### config.mk
export PLATFORM = sky130hd
export DESIGN_NAME = lcd_hd44780_if
export DESIGN_NICKNAME = d
export VERILOG_FILES = /design/src/rtl/lcd_hd44780_if.sv
export SDC_FILE = /design/constraint.sdc
export NUM_CORES = 1
export LEC_CHECK = 0
export ABC_CLOCK_PERIOD_IN_PS = 3970
export CORE_MARGIN = 2
export CORE_UTILIZATION = 60
export CTS_BUF_LIST = sky130_fd_sc_hd__clkbuf_2 sky130_fd_sc_hd__clkbuf_4 sky130_fd_sc_hd__clkbuf_8
export DETAILED_ROUTE_END_ITERATION = 12
export PLACE_DENSITY = 0.8
export SYNTH_ARGS = -nofsm -noshare
export SYNTH_HDL_FRONTEND = slang
export SYNTH_SLANG_ARGS = --single-unit
### constraint.sdc
create_clock -name clk -period 3.97 [get_ports clk]
set_clock_uncertainty 0.2 [all_clocks]
set_input_delay 0.794 -clock clk [delete_from_list [all_inputs] [get_ports clk]]
set_output_delay 0.794 -clock clk [all_outputs]
set_load 0.005 [all_outputs]
### src/rtl/lcd_hd44780_if.sv
`timescale 1ns/1ps
// -----------------------------------------------------------------------------
// lcd_hd44780_if
// Write-only HD44780 character-LCD controller driving the 4-bit bus mode.
// After reset it waits for the panel to power up, then runs the 4-bit
// initialisation sequence (0x3,0x3,0x3,0x2 nibbles, then bytes 0x28, 0x0C,
// 0x01, 0x06). After that it accepts command/data bytes through a
// valid/ready handshake and sends each one as two nibbles, high nibble first.
// All timing comes from one shared down-counter, loaded with a wait length
// on entry to each timed state.
//
// Ports
//   clk        rising-edge clock
//   reset      asynchronous, active-high reset
//   in_valid   request to write in_data
//   in_rs      register select for the request (1 = data, 0 = command)
//   in_data    byte to write
//   in_ready   high in IDLE after init; a byte is taken when in_valid&&in_ready
//   init_done  high once the power-on init sequence has completed
//   busy       inverse of in_ready
//   E, RW, RS  HD44780 control lines (RW is tied low, writes only)
//   DB         HD44780 data lines DB7..DB4
// -----------------------------------------------------------------------------
module lcd_hd44780_if #(
  parameter int T_AS_CYC    = 20,
  parameter int T_EPW_CYC   = 100,
  parameter int T_NIB_CYC   = 200,
  parameter int T_CMD_CYC   = 10000,
  parameter int T_CLR_CYC   = 400000,
  parameter int T_PWR_CYC   = 3000000,
  parameter int T_INIT1_CYC = 820000,
  parameter int T_INIT2_CYC = 20000
) (
  input  logic       clk,
  input  logic       reset,
  input  logic       in_valid,
  input  logic       in_rs,
  input  logic [7:0] in_data,
  output logic       in_ready,
  output logic       init_done,
  output logic       busy,
  output logic       E,
  output logic       RW,
  output logic       RS,
  output logic [3:0] DB
);

  typedef enum logic [2:0] {
    PWR_WAIT,
    INIT_SEQ,
    IDLE,
    SETUP,
    PULSE,
    HOLD,
    POST
  } state_t;

  localparam logic [23:0] AS_W    = 24'(T_AS_CYC);
  localparam logic [23:0] EPW_W   = 24'(T_EPW_CYC);
  localparam logic [23:0] NIB_W   = 24'(T_NIB_CYC);
  localparam logic [23:0] CMD_W   = 24'(T_CMD_CYC);
  localparam logic [23:0] CLR_W   = 24'(T_CLR_CYC);
  localparam logic [23:0] PWR_W   = 24'(T_PWR_CYC);
  localparam logic [23:0] INIT1_W = 24'(T_INIT1_CYC);
  localparam logic [23:0] INIT2_W = 24'(T_INIT2_CYC);

  // Clear display (0x01) and return home (0x02/0x03) are the slow commands.
  function automatic logic [23:0] byte_wait(input logic rs, input logic [7:0] data);
    if (!rs && (data == 8'h01 || data == 8'h02 || data == 8'h03)) return CLR_W;
    return CMD_W;
  endfunction

  // Steps 0..3 are single nibbles (carried in the high nibble), 4..7 full bytes.
  function automatic logic [7:0] init_byte(input logic [2:0] step);
    case (step)
      3'd0, 3'd1, 3'd2: return 8'h30;
      3'd3:             return 8'h20;
      3'd4:             return 8'h28;
      3'd5:             return 8'h0C;
      3'd6:             return 8'h01;
      default:          return 8'h06;
    endcase
  endfunction

  state_t      state_q, state_d;
  logic [23:0] cnt_q, cnt_d;
  logic [7:0]  byte_q, byte_d;
  logic        rs_q, rs_d;
  logic        lo_q, lo_d;          // low nibble is the one in flight
  logic        single_q, single_d;  // nibble-only transfer (early init)
  logic [23:0] post_q, post_d;      // POST wait chosen when the byte is loaded
  logic [2:0]  step_q, step_d;
  logic        init_done_q, init_done_d;
  logic        e_q, e_d;
  logic        rs_out_q, rs_out_d;
  logic [3:0]  db_q, db_d;

  logic        cnt_done;
  logic [7:0]  init_b;
  logic [23:0] init_w;

  // A state loaded with W lasts exactly W cycles: it leaves when the count is 1.
  assign cnt_done = (cnt_q == 24'd1);
  assign init_b   = init_byte(step_q);

  always_comb begin
    case (step_q)
      3'd0:    init_w = INIT1_W;
      3'd1:    init_w = INIT2_W;
      3'd2,
      3'd3:    init_w = CMD_W;
      default: init_w = byte_wait(1'b0, init_b);
    endcase
  end

  always_comb begin
    // NOTE: every combinational output gets a default first, so no path
    // through the case below can leave one unassigned and infer a latch.
    state_d     = state_q;
    cnt_d       = cnt_q;
    byte_d      = byte_q;
    rs_d        = rs_q;
    lo_d        = lo_q;
    single_d    = single_q;
    post_d      = post_q;
    step_d      = step_q;
    init_done_d = init_done_q;
    e_d         = 1'b0;
    rs_out_d    = rs_out_q;
    db_d        = db_q;

    case (state_q)
      PWR_WAIT: begin
        if (cnt_done) state_d = INIT_SEQ;
        else          cnt_d   = cnt_q - 24'd1;
      end

      INIT_SEQ: begin
        byte_d   = init_b;
        rs_d     = 1'b0;
        lo_d     = 1'b0;
        single_d = ~step_q[2];
        post_d   = init_w;
        rs_out_d = 1'b0;
        db_d     = init_b[7:4];
        cnt_d    = AS_W;
        state_d  = SETUP;
      end

      IDLE: begin
        if (in_valid && in_ready) begin
          byte_d   = in_data;
          rs_d     = in_rs;
          lo_d     = 1'b0;
          single_d = 1'b0;
          post_d   = byte_wait(in_rs, in_data);
          rs_out_d = in_rs;
          db_d     = in_data[7:4];
          cnt_d    = AS_W;
          state_d  = SETUP;
        end
      end

      SETUP: begin
        if (cnt_done) begin
          e_d     = 1'b1;
          cnt_d   = EPW_W;
          state_d = PULSE;
        end else begin
          cnt_d = cnt_q - 24'd1;
        end
      end

      PULSE: begin
        if (cnt_done) begin
          cnt_d   = NIB_W;
          state_d = HOLD;
        end else begin
          e_d   = 1'b1;
          cnt_d = cnt_q - 24'd1;
        end
      end

      HOLD: begin
        if (cnt_done) begin
          if (!single_q && !lo_q) begin
            lo_d     = 1'b1;
            db_d     = byte_q[3:0];
            rs_out_d = rs_q;
            cnt_d    = AS_W;
            state_d  = SETUP;
          end else begin
            cnt_d   = post_q;
            state_d = POST;
          end
        end else begin
          cnt_d = cnt_q - 24'd1;
        end
      end

      POST: begin
        if (cnt_done) begin
          if (init_done_q || step_q == 3'd7) begin
            init_done_d = 1'b1;
            state_d     = IDLE;
          end else begin
            step_d  = step_q + 3'd1;
            state_d = INIT_SEQ;
          end
        end else begin
          cnt_d = cnt_q - 24'd1;
        end
      end

      default: state_d = PWR_WAIT;
    endcase
  end

  // Reset is asynchronous so E drops immediately, even in the middle of a pulse,
  // and any half-sent byte is discarded along with the init progress.
  always_ff @(posedge clk or posedge reset) begin
    if (reset) begin
      state_q     <= PWR_WAIT;
      cnt_q       <= PWR_W;
      byte_q      <= 8'h00;
      rs_q        <= 1'b0;
      lo_q        <= 1'b0;
      single_q    <= 1'b0;
      post_q      <= 24'd0;
      step_q      <= 3'd0;
      init_done_q <= 1'b0;
      e_q         <= 1'b0;
      rs_out_q    <= 1'b0;
      db_q        <= 4'h0;
    end else begin
      // NOTE: state registers use non-blocking assignments so every flop
      // samples the pre-edge values computed by the combinational block.
      state_q     <= state_d;
      cnt_q       <= cnt_d;
      byte_q      <= byte_d;
      rs_q        <= rs_d;
      lo_q        <= lo_d;
      single_q    <= single_d;
      post_q      <= post_d;
      step_q      <= step_d;
      init_done_q <= init_done_d;
      e_q         <= e_d;
      rs_out_q    <= rs_out_d;
      db_q        <= db_d;
    end
  end

  assign in_ready  = (state_q == IDLE) && init_done_q;
  assign busy      = ~in_ready;
  assign init_done = init_done_q;
  assign E         = e_q;
  assign RW        = 1'b0;
  assign RS        = rs_out_q;
  assign DB        = db_q;

endmodule

==> metrics.md, run 1 <==
| Metric | Value |
|---|---|
| First-pass GRT wire length | 14.53 mm |
| Status | complete, no violations |
| CTS clock-pin slew for the worst setup and hold paths | 0.11 ns |
| CTS Buffer Depth | 2 |
| Worst reg2reg setup slack | 1.16 ns |
| Pre-antenna DRT Iters | 6 |
| Die height | 81.19 um |
| Area of the die | 6591 um2 |
| Slowest CP cell | dfrtp_1 |
| Largest incremental delay on the critical path | 0.79 ns |
| Xor and xnor area share after synthesis | 1.715% |
| IO Pins | 22 |
| Delay-heaviest family, CP | flip-flops |
| Initial antenna violation count | 0 |
| Largest family of logic cells by synthesized area | simple AND/OR/NAND/NOR gates |
| Hold_sp | post_q[9]$_DFFE_PP0P_ |
| Hold Path Class | reg2reg |
| CTS tree | done |
| Overflow left after global routing | 0 |
| WHS Endpoint | post_q[9]$_DFFE_PP0P_ |
| # diodes | 0 |
| Worst-skew pair later-pin latency | 0.32 ns |
| DR WL/cell | 17.42 um |
| Highest clock rate | 0.3058 GHz |
| Max Slew Vio Count | 0 |
| Placeable Area | 5851 um2 |
| Via Count | 3,245 |
| Setup Fix Bufs, Post-CTS | 0 |
| Async S/R FF share, synth | 100.0% |
| CTS root buffer | clkbuf_8 |
| Hold path depth | 1 |
| DPL Wire Length | 6.181 mm |
| Critical path cell sequence | nor3b_2 > buf_4 > nand2_1 > inv_1 > clkdlybuf4s50_1 |
| Post-synth top cells | nand2_1, dfrtp_1, o21ai_0, nor2_1, a21oi_1 |
| Sequential area share after synthesis | 38.15% |
| Crit Path Class | reg2out |
| FF-to-FF path depth | 7 |
| Clk sinks | 54 |
| RR Startpoint | state_q[0]$_DFFE_PP0P_ |
| Hold Fails Final Rpt | 0 |
| Critical path buffers and inverters | 3 |
| Post-synth cell types | 67 |
| Total chip power | 0.9725 mW |
| FF+latch count, synth | 54 |
| Total Nets Final | 444 |
| Placed insts | 492 |
| Final WL | 8.710 mm |
| Slew at the pin closest to its max-slew limit | 0.9254 ns |
| Cts bufs inserted | 5 |
| Leak Pwr | 1.595 nW |
| Crit-path max FO | 25 |
| Share of the synthesized area in the top cell type | 30.80% |
| Max-cap viol count | 0 |
| Syn_nets | 435 |
| GP Congestion | 0.9544 |
| Cts repair resizes | 0 |
| Worst hold-check slack | 0.2843 ns |
| Setup TNS | 0 ns |
| Required @ worst endpoint | 2.98 ns |
| Post-synthesis area per instance | 8.614 um2 |
| Area delta synth->final | 9.415% |
| Synth Area in Compound Gates | 24.05% |
| Drt drc | 0 |
| Count of final setup violators | 0 |
| Relative slew margins | 37.74% |
| Most area-consuming cells after synthesis | dfrtp_1, dfstp_2, o21ai_0 |
| Main synth FF type | dfrtp_1 |
| Initial DRC Count | 516 |
| Die Width | 81.19 um |
| Post-Synth Adder-Cell Area | 2.800% |
| Initial Utilization | 61.10% |
| Reg-to-Reg End | cnt_q[19]$_DFFE_PP1P_ |
| ANT nets after route | 0 |
| Critical Path Start Type | register |
| Number of global-route vias before repair | 3,056 |
| FP Rows | 28 |
| Post-synth EDFFs | 0 |
| Hold-fix buffers, CTS | 0 |
| Vias per cell | 6.490 |
| Mapped Area | 3575 um2 |
| Gr usage total | 28.33% |
| Layout cells sized above 1 | 12.00% |
| Tcrit/Tclk final | 82.38% |
| PwrDens | 248.6 nW/um2 |
| Top-count cell post-synth | nand2_1 |
| Yosys warns | 0 |
| Worst Setup End Kind | output pin |
| Synth area leader | dfrtp_1 |
| Mux cell area share after synthesis | 1.820% |
| Pin count of the biggest net entering global routing | 55 |
| H-Tree Depth | 2 |
| I/O Buffers | 20 |
| Post-route cell area | 3911 um2 |
| RSZ-0062 raised after global routing | false |
| Placed inst area | 3795 um2 |
| Final Non-Filler Cells | 500 |
| Simple-gate portion of the synthesized area | 26.57% |
| Minimum clock period | 3.271 ns |
| Max IR drop VDD | 0.2262 mV |
| Arr. time, crit path | 2.28 ns |
| Synth Instances | 415 |
-- worst register-to-register path, stage by stage (launching register included) --
cell	delay, ns
dfrtp_1	0.85
xor2_1	0.15
mux2i_1	0.43
o21bai_1	0.36
buf_4	0.32
a21boi_0	0.12
a221oi_1	0.19
o21ai_0	0.12
-- cells in the final DEF, fill, tap and decap left out, types with 3 or more instances in the layout --
cell	Yosys	layout
a211oi_1	6	6
inv_1	16	15
a21o_1	4	4
and3_1	4	4
o31ai_1	3	3
nand2_1	51	51
clkdlybuf4s50_1	0	20
a221oi_1	3	3
buf_4	2	5
nor4_1	9	9
nor2b_1	3	3
nand3_1	20	20
xnor2_1	3	3
dfstp_2	10	10
mux2_2	4	4
nor3_1	8	8
o41ai_1	4	4
o21ai_0	39	39
a41o_1	3	3
or3_1	4	4
clkbuf_8	0	5
o21ai_1	3	3
dfrtp_1	44	44
ha_1	8	8
a221o_1	5	5
nand2b_1	3	3
and2_1	4	4
a21oi_1	25	25
xor2_1	4	4
a31oi_1	11	11
nand4_1	4	4
a211o_1	3	3
nor2_1	36	36
o211ai_1	3	3
-- per-layer routing --
| metal | track usage (%) | vias up | share of wire (%) |
|---|---|---|---|
| li1 | - | 1537 | - |
| met1 | 37.22 | 1557 | 43 |
| met2 | 47.77 | 126 | 50 |
| met3 | 4.556 | 25 | 5.3 |
| met4 | 9.322 | 0 | 1.8 |
| met5 | 0 | - | 0 |
-- cell type report --
cell class / count / area (um2)
clock buffers: 5 / 68.82
clock inverters: 3 / 47.55
fillers: 466 / 1939
inverters: 16 / 60.06
multi-input cells: 322 / 2039
flip-flops and latches: 54 / 1364
well taps: 75 / 93.84
repair buffers: 25 / 237.7
-- cells by family (layout without fill, tap and decap cells) --
logic type      Yosys count  after routing
compound gates          131            131
xor+xnor                  7              7
fa+ha+maj                 8              8
flops                    54             54
simple gates            169            169
mux                       6              6
other cells               1              1
buf+inv                  39             49
-- metrics by stage --
step	utilization [%]	worst slack, ns
after CTS	66.85	0.7314
after floorplan	-	1.494
after global routing	66.85	0.5449
after global placement	64.86	1.113
final	66.85	0.6994
after detailed placement	64.86	1.085
-- worst max path at each step --
stage	startpoint	slack, ns	cells past startpoint	end
2_1_floorplan	state_q[2]$_DFFE_PP0P_	1.49	5	in_ready
3_3_place_gp	state_q[1]$_DFFE_PP0P_	1.11	5	in_ready
3_5_place_dp	state_q[1]$_DFFE_PP0P_	1.09	5	in_ready
4_1_cts	state_q[1]$_DFFE_PP0P_	0.73	5	in_ready
5_1_grt	state_q[1]$_DFFE_PP0P_	0.54	5	in_ready
6_report	state_q[1]$_DFFE_PP0P_	0.70	5	in_ready
-- where the power goes --
group          switching, mW  internal, mW
combinational         0.0140        0.0105
sequential                 0         0.550
clock                  0.205         0.193
total                  0.219         0.754
-- flip-flops by register name, indices dropped and copies added (netlist names), 3 cells and up --
register  flops
DB            4
byte_q        4
cnt_q        24
post_q       10
state_q       3
step_q        3
(Power assumes the default switching activity.)
==> run 2: changes to the inputs <==
- ABC_CLOCK_PERIOD_IN_PS: 3970 -> 3160
- clock period: 3.97 -> 3.16 ns (I/O delays scaled with it)
==> run 2 against run 1 <==
Compared with the run above:
- clock power increased by 7.3%
- critical path depth unchanged
- first-iteration DRC count shrank 32%
- via count up 1.7%
- combinational power increased by 34%
- register-to-register slack got worse by 0.70 ns
- power increased by 18%
- routed wire length up 5.3%
- sequential cell count stayed put
- hold slack lost 0.0016 ns
- sequential share of layout area decreased by 0.93 points
- worst setup slack got worse by 0.39 ns
- critical path type unchanged
==> metrics.md, run 2 (synthesis gave the netlist of run 1 again) <==
| Metric | Value |
|---|---|
| # diodes | 0 (unchanged) |
| Hold Path Class | reg2reg |
| Initial Utilization | 61.10% (unchanged) |
| Worst-skew pair later-pin latency | 0.32 ns (about the same) |
| Max IR drop VDD | 0.1909 mV (-16%) |
| Cts bufs inserted | 5 (unchanged) |
| Minimum clock period | 2.851 ns |
| Internal cell power | 0.8714 mW (+16%) |
| Power share of the combinational group | 2.8% (+0.3 points) |
| DR WL/cell | 17.92 um (+2.9%) |
| Placed inst area | 3910 um2 (+3.0%) |
| Pin count of the biggest net entering global routing | 55 (unchanged) |
| FP Rows | 28 (unchanged) |
| RSZ-0062 raised after global routing | false |
| CTS clock-pin slew for the worst setup and hold paths | 0.11 ns (about the same) |
| Most common cell after layout, fill and taps aside | nand2_1 |
| Required @ worst endpoint | 2.33 ns (-0.65 ns) |
| Arr. time, crit path | 2.02 ns (-0.26 ns) |
| Hold Fails Final Rpt | 0 (unchanged) |
| Highest clock rate | 0.3508 GHz |
| Count of final setup violators | 0 (unchanged) |
| PwrDens | 286.4 nW/um2 (+15%) |
| IO Pins | 22 (unchanged) |
| Post-route cell area | 4019 um2 (+2.8%) |
| Area delta synth->final | 12.43% |
| Crit-path max FO | 15 (-40%) |
| Crit Path Class | reg2out |
| Slew at the pin closest to its max-slew limit | 0.7667 ns (-0.1586 ns) |
| Placeable Area | 5851 um2 (unchanged) |
| Hold-fix buffers, CTS | 0 (unchanged) |
| Max-cap viol count | 0 (unchanged) |
| Initial antenna violation count | 0 (unchanged) |
| Sequential power share | 60.1% (+3.5 points) |
| Status | complete, no violations |
| CTS tree | done |
| I/O Buffers | 20 (unchanged) |
| Number of global-route vias before repair | 3,169 (+3.7%) |
| Setup TNS | 0 ns (unchanged) |
| H-Tree Depth | 2 (unchanged) |
| Layout cells sized above 1 | 14.65% (+2.6 points) |
| Switching Fraction | 24.29% (+1.8 points) |
| ANT nets after route | 0 (unchanged) |
| CTS Buffer Depth | 2 (unchanged) |
| Leak Pwr | 1.659 nW (+4.0%) |
| Final core utilization | 68.69% (+1.8 points) |
| Worst Setup End Kind | output pin |
| Final WL | 9.175 mm (+5.3%) |
| Worst hold-check slack | 0.2826 ns (-0.001647 ns) |
| Die height | 81.19 um (unchanged) |
| CTS root buffer | clkbuf_8 |
| Total Nets Final | 456 (+2.7%) |
| Die Width | 81.19 um (unchanged) |
| DPL Wire Length | 6.624 mm (+7.2%) |
| Pre-antenna DRT Iters | 5 (-1) |
| Critical Path Start Type | register |
| Most frequent cells in the layout | nand2_1, dfrtp_1, o21ai_0, nor2_1, a21oi_1 |
| Tcrit/Tclk final | 90.21% |
| Max reg flops | 24 (unchanged) |
| Reg with most FFs | cnt_q |
| Relative slew margins | 48.41% (+11 points) |
| First-pass GRT wire length | 15.29 mm (+5.2%) |
| GP Congestion | 0.9759 (+2.3%) |
| Clk sinks | 54 (unchanged) |
| Initial DRC Count | 351 (-32%) |
| Via Count | 3,300 (+1.7%) |
| Area of the die | 6591 um2 (unchanged) |
| Clk pwr share | 37.1% (-3.8 points) |
| Gr usage total | 30.35% (+2.0 points) |
| Drt drc | 0 (unchanged) |
| Largest registers | cnt_q (24), post_q (10) |
| Vias per cell | 6.445 (-0.69%) |
| Net Sw Power | 0.2796 mW (+28%) |
| Max Slew Vio Count | 0 (unchanged) |
| Overflow left after global routing | 0 (unchanged) |
==> run 2: critical path: stages, from the launching register on <==
cell and delay, ns:
dfrtp_1 0.58, buf_4 0.27, nor3b_2 0.21, nand2_1 0.09, inv_1 0.06, clkdlybuf4s50_1 0.49
==> run 2: area by class of cell <==
type | count | area (um2)
Fill cell | 476 | 1832
Tap cell | 75 | 93.84
Sequential cell | 54 | 1364
Clock inverter | 3 | 27.53
Inverter | 16 | 60.06
Multi-Input combinational cell | 322 | 2052
Timing Repair Buffer | 37 | 352.8
Clock buffer | 5 | 68.82
==> run 2: per-layer routing <==
metal | up-vias | routed length [um] | GRT usage, %
met4 | 0 | 231 | 10.00
li1 | 1573 | - | -
met2 | 121 | 4466 | 50.74
met1 | 1583 | 4046 | 40.58
met5 | - | 0 | 0
met3 | 23 | 431 | 4.333
==> run 2: power by group through the flow <==
stage	sequential, mW	combinational, mW	clock (mW)
after floorplan	0.704	0.0116	0
final	0.691	0.0328	0.427
after global routing	0.692	0.0372	0.458
after detailed placement	0.704	0.0339	0
after global placement	0.704	0.0336	0
after CTS	0.691	0.0341	0.433
==> run 2: through the flow <==
step                      total power [mW]  cells  worst slack [ns]
after floorplan                     0.7158    415            0.8269
after global placement              0.7379    504            0.3091
after detailed placement            0.7382    504            0.1782
after CTS                            1.159    512            0.1696
after global routing                 1.187    512            0.1815
final                                1.151    512            0.3094
==> run 2: what timing repair did <==
| item | in CTS | in global routing |
|---|---|---|
| setup buffers | 0 | 0 |
| gates resized for setup | 0 | 2 |
| endpoints found under the setup margin | 0 | 5 |
==> run 2: path summary, 6_finish.rpt <==
check,startpoint,endpoint,slack (ns),cells after the start
worst max-delay path,state_q[0]$_DFFE_PP0P_,in_ready,0.31,5
worst min-delay path,post_q[9]$_DFFE_PP0P_,post_q[9]$_DFFE_PP0P_,0.28,1
worst max register to register,cnt_q[1]$_DFFE_PP0P_,cnt_q[4]$_DFFE_PP0P_,0.46,8
worst min register to register,post_q[9]$_DFFE_PP0P_,post_q[9]$_DFFE_PP0P_,0.28,1
max in group asynchronous,reset,cnt_q[6]$_DFFE_PP1P_,1.97,3
min in group asynchronous,reset,RS$_DFFE_PP0P_,0.47,3
